[src/rtl/pacman_pkg.sv]
// Shared constants and draw-state encoding for the Pac-Man sprite path.
// Screen geometry, tile size and the arbiter FSM states live here.
package pacman_pkg;

  localparam int TILE     = 5;
  localparam int SCREEN_W = 160;
  localparam int SCREEN_H = 120;

  localparam logic [2:0] COLOUR_BLACK = 3'b000;

  typedef enum logic [1:0] {
    ST_IDLE,
    ST_LOAD,
    ST_DRAW,
    ST_DONE
  } draw_state_e;

  // Cell coordinate to top-left pixel coordinate.
  function automatic logic [7:0] cell_to_px(
    input logic [4:0] c
  );
    return {3'b000, c} * 8'(TILE);
  endfunction

endpackage

[src/rtl/sprite_draw_arbiter_rr.sv]
// Combinational round-robin pick among sprite requesters.
// Search begins one past the previous grant and wraps around.
module rr_arbiter
  import pacman_pkg::*;
#(
  parameter  int N_REQ = 4,
  localparam int IW    = $clog2(N_REQ)
) (
  input  logic [N_REQ-1:0] req,
  input  logic [IW-1:0]    last_grant,
  output logic [N_REQ-1:0] winner
);

  logic [IW-1:0] idx;
  logic          found;

  // First active request after last_grant wins.
  always_comb begin
    winner = '0;
    idx    = '0;
    found  = 1'b0;
    for (int k = 1; k <= N_REQ; k++) begin
      idx = IW'((int'(last_grant) + k) % N_REQ);
      if (!found && req[idx]) begin
        winner[idx] = 1'b1;
        found       = 1'b1;
      end
    end
  end

endmodule

[src/rtl/sprite_draw_arbiter.sv]
// Shares the 5x5 sprite raster and the VGA plot port among requesters.
// Grants one sprite at a time and scans its 25 pixels row-major.
module sprite_draw_arbiter
  import pacman_pkg::*;
#(
  parameter int N_REQ = 4
) (
  input  logic               clock,
  input  logic               reset_n,
  input  logic [N_REQ-1:0]   req,
  input  logic [5*N_REQ-1:0] req_cx,
  input  logic [5*N_REQ-1:0] req_cy,
  input  logic [25*N_REQ-1:0] req_shape,
  input  logic [3*N_REQ-1:0] req_colour,
  output logic [N_REQ-1:0]   grant,
  output logic               done,
  output logic               busy,
  output logic               plot,
  output logic [7:0]         x,
  output logic [6:0]         y,
  output logic [2:0]         colour
);

  localparam int IW = $clog2(N_REQ);

  draw_state_e   state_q, state_d;
  logic [IW-1:0] last_q, last_d;
  logic [IW-1:0] win_q, win_d;
  logic [7:0]    bx_q, bx_d;
  logic [7:0]    by_q, by_d;
  logic [24:0]   shp_q, shp_d;
  logic [2:0]    clr_q, clr_d;
  logic [2:0]    col_q, col_d;
  logic [2:0]    row_q, row_d;

  logic [N_REQ-1:0] arb_win;
  logic [IW-1:0]    arb_idx;
  logic [4:0]       sel_cx, sel_cy;
  logic [24:0]      sel_shp;
  logic [2:0]       sel_clr;
  logic [7:0]       py;

  rr_arbiter #(.N_REQ(N_REQ)) u_arb (
    .req       (req),
    .last_grant(last_q),
    .winner    (arb_win)
  );

  // One-hot arbiter result to requester index.
  always_comb begin
    arb_idx = '0;
    for (int i = 0; i < N_REQ; i++) begin
      if (arb_win[i]) arb_idx = IW'(i);
    end
  end

  // Route the recorded winner's packed fields.
  always_comb begin
    sel_cx  = '0;
    sel_cy  = '0;
    sel_shp = '0;
    sel_clr = '0;
    for (int i = 0; i < N_REQ; i++) begin
      if (win_q == IW'(i)) begin
        sel_cx  = req_cx[i*5 +: 5];
        sel_cy  = req_cy[i*5 +: 5];
        sel_shp = req_shape[i*25 +: 25];
        sel_clr = req_colour[i*3 +: 3];
      end
    end
  end

  // Next state: arbitrate, latch, raster scan, done.
  always_comb begin
    state_d = state_q;
    last_d  = last_q;
    win_d   = win_q;
    bx_d    = bx_q;
    by_d    = by_q;
    shp_d   = shp_q;
    clr_d   = clr_q;
    col_d   = col_q;
    row_d   = row_q;
    unique case (state_q)
      ST_IDLE: begin
        if (|req) begin
          win_d   = arb_idx;
          state_d = ST_LOAD;
        end
      end
      ST_LOAD: begin
        bx_d    = cell_to_px(sel_cx);
        by_d    = cell_to_px(sel_cy);
        shp_d   = sel_shp;
        clr_d   = sel_clr;
        col_d   = '0;
        row_d   = '0;
        last_d  = win_q;
        state_d = ST_DRAW;
      end
      ST_DRAW: begin
        // Shape shifts so bit 24 is always the current pixel.
        shp_d = {shp_q[23:0], 1'b0};
        if (col_q == 3'd4) begin
          col_d = '0;
          if (row_q == 3'd4) begin
            row_d   = '0;
            state_d = ST_DONE;
          end else begin
            row_d = row_q + 3'd1;
          end
        end else begin
          col_d = col_q + 3'd1;
        end
      end
      ST_DONE: state_d = ST_IDLE;
      default: state_d = ST_IDLE;
    endcase
  end

  // Pixel and handshake outputs from registered state.
  always_comb begin
    grant  = '0;
    done   = 1'b0;
    busy   = (state_q != ST_IDLE);
    plot   = 1'b0;
    x      = '0;
    y      = '0;
    colour = COLOUR_BLACK;
    py     = by_q + {5'b00000, row_q};
    if (state_q != ST_IDLE) grant[win_q] = 1'b1;
    if (state_q == ST_DONE) done = 1'b1;
    if (state_q == ST_DRAW) begin
      x      = bx_q + {5'b00000, col_q};
      y      = py[6:0];
      plot   = (py < 8'(SCREEN_H));
      colour = shp_q[24] ? clr_q : COLOUR_BLACK;
    end
  end

  // State and datapath registers.
  always_ff @(posedge clock or negedge reset_n) begin
    if (!reset_n) begin
      state_q <= ST_IDLE;
      last_q  <= IW'(N_REQ - 1);
      win_q   <= '0;
      bx_q    <= '0;
      by_q    <= '0;
      shp_q   <= '0;
      clr_q   <= '0;
      col_q   <= '0;
      row_q   <= '0;
    end else begin
      state_q <= state_d;
      last_q  <= last_d;
      win_q   <= win_d;
      bx_q    <= bx_d;
      by_q    <= by_d;
      shp_q   <= shp_d;
      clr_q   <= clr_d;
      col_q   <= col_d;
      row_q   <= row_d;
    end
  end

endmodule

[config.mk]
export PLATFORM = sky130hd
export DESIGN_NAME = sprite_draw_arbiter
export DESIGN_NICKNAME = d
export VERILOG_FILES = /design/src/rtl/pacman_pkg.sv /design/src/rtl/sprite_draw_arbiter_rr.sv /design/src/rtl/sprite_draw_arbiter.sv
export SDC_FILE = /design/constraint.sdc
export NUM_CORES = 1
export LEC_CHECK = 0
export CORE_MARGIN = 4
export CORE_UTILIZATION = 44
export DETAILED_ROUTE_END_ITERATION = 16
export PLACE_DENSITY_LB_ADDON = 0.3
export SYNTH_ARGS = -nofsm -noshare
export SYNTH_HDL_FRONTEND = slang
export SYNTH_SLANG_ARGS = --single-unit
export TNS_END_PERCENT = 100
[constraint.sdc]
create_clock -name clock -period 4.05 [get_ports clock]
set_input_delay 0.81 -clock clock [delete_from_list [all_inputs] [get_ports clock]]
set_output_delay 0.81 -clock clock [all_outputs]
set_load 0.005 [all_outputs]
==> metrics.log <==
[metrics] fraction of final layout cells with drive strength greater than 1: around an eighth
[metrics] routed wire length per instance: 15.9 um
[metrics] final antenna diode count: 0
[metrics] category of the worst setup path capture point: output pin
[metrics] share of the synthesized area in compound gates (AO/OA/AOI/OAI): 9.55%
[metrics] adder and majority gate portion of the synthesized area: a little over a tenth
[metrics] pin count of the biggest net entering global routing: slightly above 50
[metrics] CTS sink count: 56
[metrics] vias per std cell: 5.37
[metrics] total negative setup slack: 0 ps
[metrics] Final WS setup: 529 ps
[metrics] Hold Violations, Final: 0
[metrics] starting DRC count in detailed routing: approximately 150
[metrics] total area of multi-input combinational cells: around 2800 um^2
[metrics] Clock Latency Late Sink: roughly 310 ps
[metrics] number of top-level pins: 183
[metrics] simple-gate share of the synthesized area: roughly 15%
[metrics] status: finished clean
[metrics] detailed placement HPWL: approximately 9600 um
[metrics] Post-synth ARST share: 100%
[metrics] Max Clock Freq: around 280 MHz
[metrics] overall routing resource usage: between 10% and 20%
[metrics] antenna violations before repair: 0
[metrics] Setup crit start kind: flop
[metrics] combinational family with the most area after synthesis: multiplexers
[metrics] std cell rows: 36
[metrics] worst setup path startpoint: row_q[0]$_DFFE_PN0P_
[metrics] number of clock buffers inserted by TritonCTS: 5
[metrics] buffer count from post-CTS setup fixing: 0
[metrics] proportion of synthesized chip area in sequential cells: 31.5%
[metrics] number of flops mapped to enable cells by yosys: 0
[metrics] worst setup path end: plot
[metrics] combined area of all synthesized cells: around 4500 um^2
[metrics] Final nets: a little under 800
[metrics] setup clock skew after layout: approximately 12 ps
[metrics] Horiz. Die Dim: between 100 and 150 um
[metrics] source of the worst register-to-register timing path: win_q[0]$_DFFE_PN0P_
[metrics] ys flop type: dfrtp_1
[metrics] data arrival at the endpoint of the critical path: roughly 2700 ps
[metrics] number of warnings issued by yosys: 0
[metrics] sequential standard cell area: roughly 1400 um^2
[metrics] cts repair resizes: 0
[metrics] core area: between 9000 and 10,000 um^2
[metrics] setup repair after global routing missed its margin: false
[metrics] largest fanout on the critical path: 3
[metrics] post-synth net total: ~630
[metrics] areal power density over the cells: 677 nW/um^2
[metrics] clock transition time at the flip-flop clock pins of the worst setup and hold paths: roughly 100 ps
[metrics] data required time at the worst endpoint: approximately 3200 ps
[metrics] Slew @ Worst Pin: 724 ps
[metrics] via count of the first global-routing pass: slightly below 4,000
[metrics] Fillers: slightly above 800
[metrics] Setup Viol. Count Final: 0
[metrics] max cap viols: 0
[metrics] number of hold buffers added after CTS: 0
[metrics] register-to-register setup slack: 1210 ps
[metrics] TritonCTS clock tree: yes
[metrics] mean instance size in the synthesized netlist: ~10 um^2
[metrics] synthesized flop and latch total: 56
[metrics] y dimension of the die: roughly 110 um
[metrics] maximum ir drop on the vdd rail: 0.316 mV
[metrics] Bufs on Longest Clock Path: 2
[metrics] Leakage: around 0.0026 uW
[metrics] number of routed nets with antenna violations: 0
[metrics] post-synthesis xor/xnor area fraction: ~3.1%
[metrics] share of cell area taken by muxes after synthesis: about a quarter
[metrics] instance count of the mapped netlist: around 430
[metrics] Worst Hold Class: in -> async
[metrics] via count: between 3,000 and 4,000
[metrics] area enclosed by the die boundary: about 12,000 um^2
[metrics] Starting Density: 45.3%
[metrics] Port Buffers: between 150 and 200
[metrics] number of iterations in the first detailed-routing pass: 4
[metrics] DRC violation count after routing: 0
[metrics] count of cells along the worst register-to-register path: 8
[metrics] most common library cell in the layout ignoring fill and taps: clkdlybuf4s50_1
[metrics] wire length after detailed routing: roughly 12,000 um
[metrics] remaining max-slew budget at the tightest pin: between 50% and 60%
[metrics] clock root buffer master: clkbuf_8
[metrics] Cell variety after synth: 45
[metrics] final global-route overflow total: 0
[metrics] worst slack, placed: 800 ps
[metrics] critical setup path kind: reg -> out
[metrics] post-route fraction of the period consumed by the critical path: 86.9%
[metrics] Area growth syn-to-layout: 45.7%
[metrics] first-pass GRT wire length: about 18,000 um
[metrics] Tmin final: 3520 ps
[metrics] Max Transition Viols Final: 0
[metrics] Final GP Congestion: 0.766
[metrics] depth of the CTS H-tree: 2
[metrics] most used cells in the layout excluding fill and tap cells: 181 x clkdlybuf4s50_1, 61 x nand2_1, 52 x dfrtp_1, 42 x mux4_2, 41 x nor2_1
[metrics] reg-to-reg critical path endpoint: by_q[6]$_DFFE_PN0P_
-- flip-flops by register name, indices dropped and copies added (netlist names), 3 cells and up --
register  count
shp_q        25
col_q         3
clr_q         3
by_q          8
row_q         3
bx_q          8
-- kinds of logic after synthesis --
| kind of cell | after synthesis |
|---|---|
| flops | 56 |
| simple gates | 146 |
| compound gates | 70 |
| fa+ha+maj | 36 |
| mux | 58 |
| buf+inv | 52 |
| xor+xnor | 15 |
-- critical path, stage by stage, from the launching register on --
cell and delay (ps):
dfrtp_1 410, ha_1 220, fa_1 410, a21oi_1 190
nand2b_1 160, a21oi_1 60, xnor2_1 130, a221oi_1 270
clkdlybuf4s50_1 550
-- how the worst min path moves through the flow --
stage               cells after the start                    to
floorplan                               1  clr_q[0]$_DFFE_PN0P_
global placement                        1  clr_q[0]$_DFFE_PN0P_
detailed placement                      1  clr_q[1]$_DFFE_PN0P_
CTS                                     1  clr_q[1]$_DFFE_PN0P_
global route                            1   bx_q[7]$_DFFE_PN0P_
finish                                  1   bx_q[7]$_DFFE_PN0P_
-- where the power goes --
group | internal (uW) | total [uW] | switching [uW]
Combinational | 1490 | 2860 | 1360
Sequential | 865 | 1150 | 281
Clock | 203 | 389 | 187
-- layout make-up --
| cell class | instances | share of cell area (%) |
|---|---|---|
| Sequential cell | 56 | 21.7 |
| Timing Repair Buffer | 189 | 28.8 |
| Clock inverter | 2 | 0.598 |
| Clock buffer | 6 | 1.27 |
| Multi-Input combinational cell | 325 | 43.7 |
| Tap cell | 133 | 2.57 |
| Inverter | 24 | 1.39 |
-- cells in the mapped netlist, types with 9 or more instances --
cell | number | area [um^2]
a21oi_1 | 13 | 65.1
a31oi_1 | 24 | 150
clkbuf_1 | 19 | 71.3
dfrtp_1 | 54 | 1350
ha_1 | 32 | 400
inv_1 | 24 | 90.1
mux2_2 | 13 | 146
mux4_2 | 42 | 946
nand2_1 | 61 | 229
nor2_1 | 41 | 154
o21ai_0 | 15 | 75.1
xnor2_1 | 9 | 78.8
-- stage by stage --
stage	total power (uW)	cell area, um^2	utilization, %	hold slack [ps]	std cells
5_1_grt	4840	6490	66.1	538	735
2_1_floorplan	3200	4450	-	473	433
4_1_cts	4450	6490	66.1	517	735
6_report	4390	6490	66.1	510	735
3_3_place_gp	3900	6360	64.8	484	727
3_5_place_dp	4050	6360	64.8	493	727
-- metal layers --
layer | global-route usage, % | routed length [um]
met5 | 0 | 0
met4 | 5.86 | 223
met3 | 3.94 | 632
met2 | 35.7 | 6320
met1 | 23.0 | 4520
Note: power is estimated with default switching activity, not from simulation.
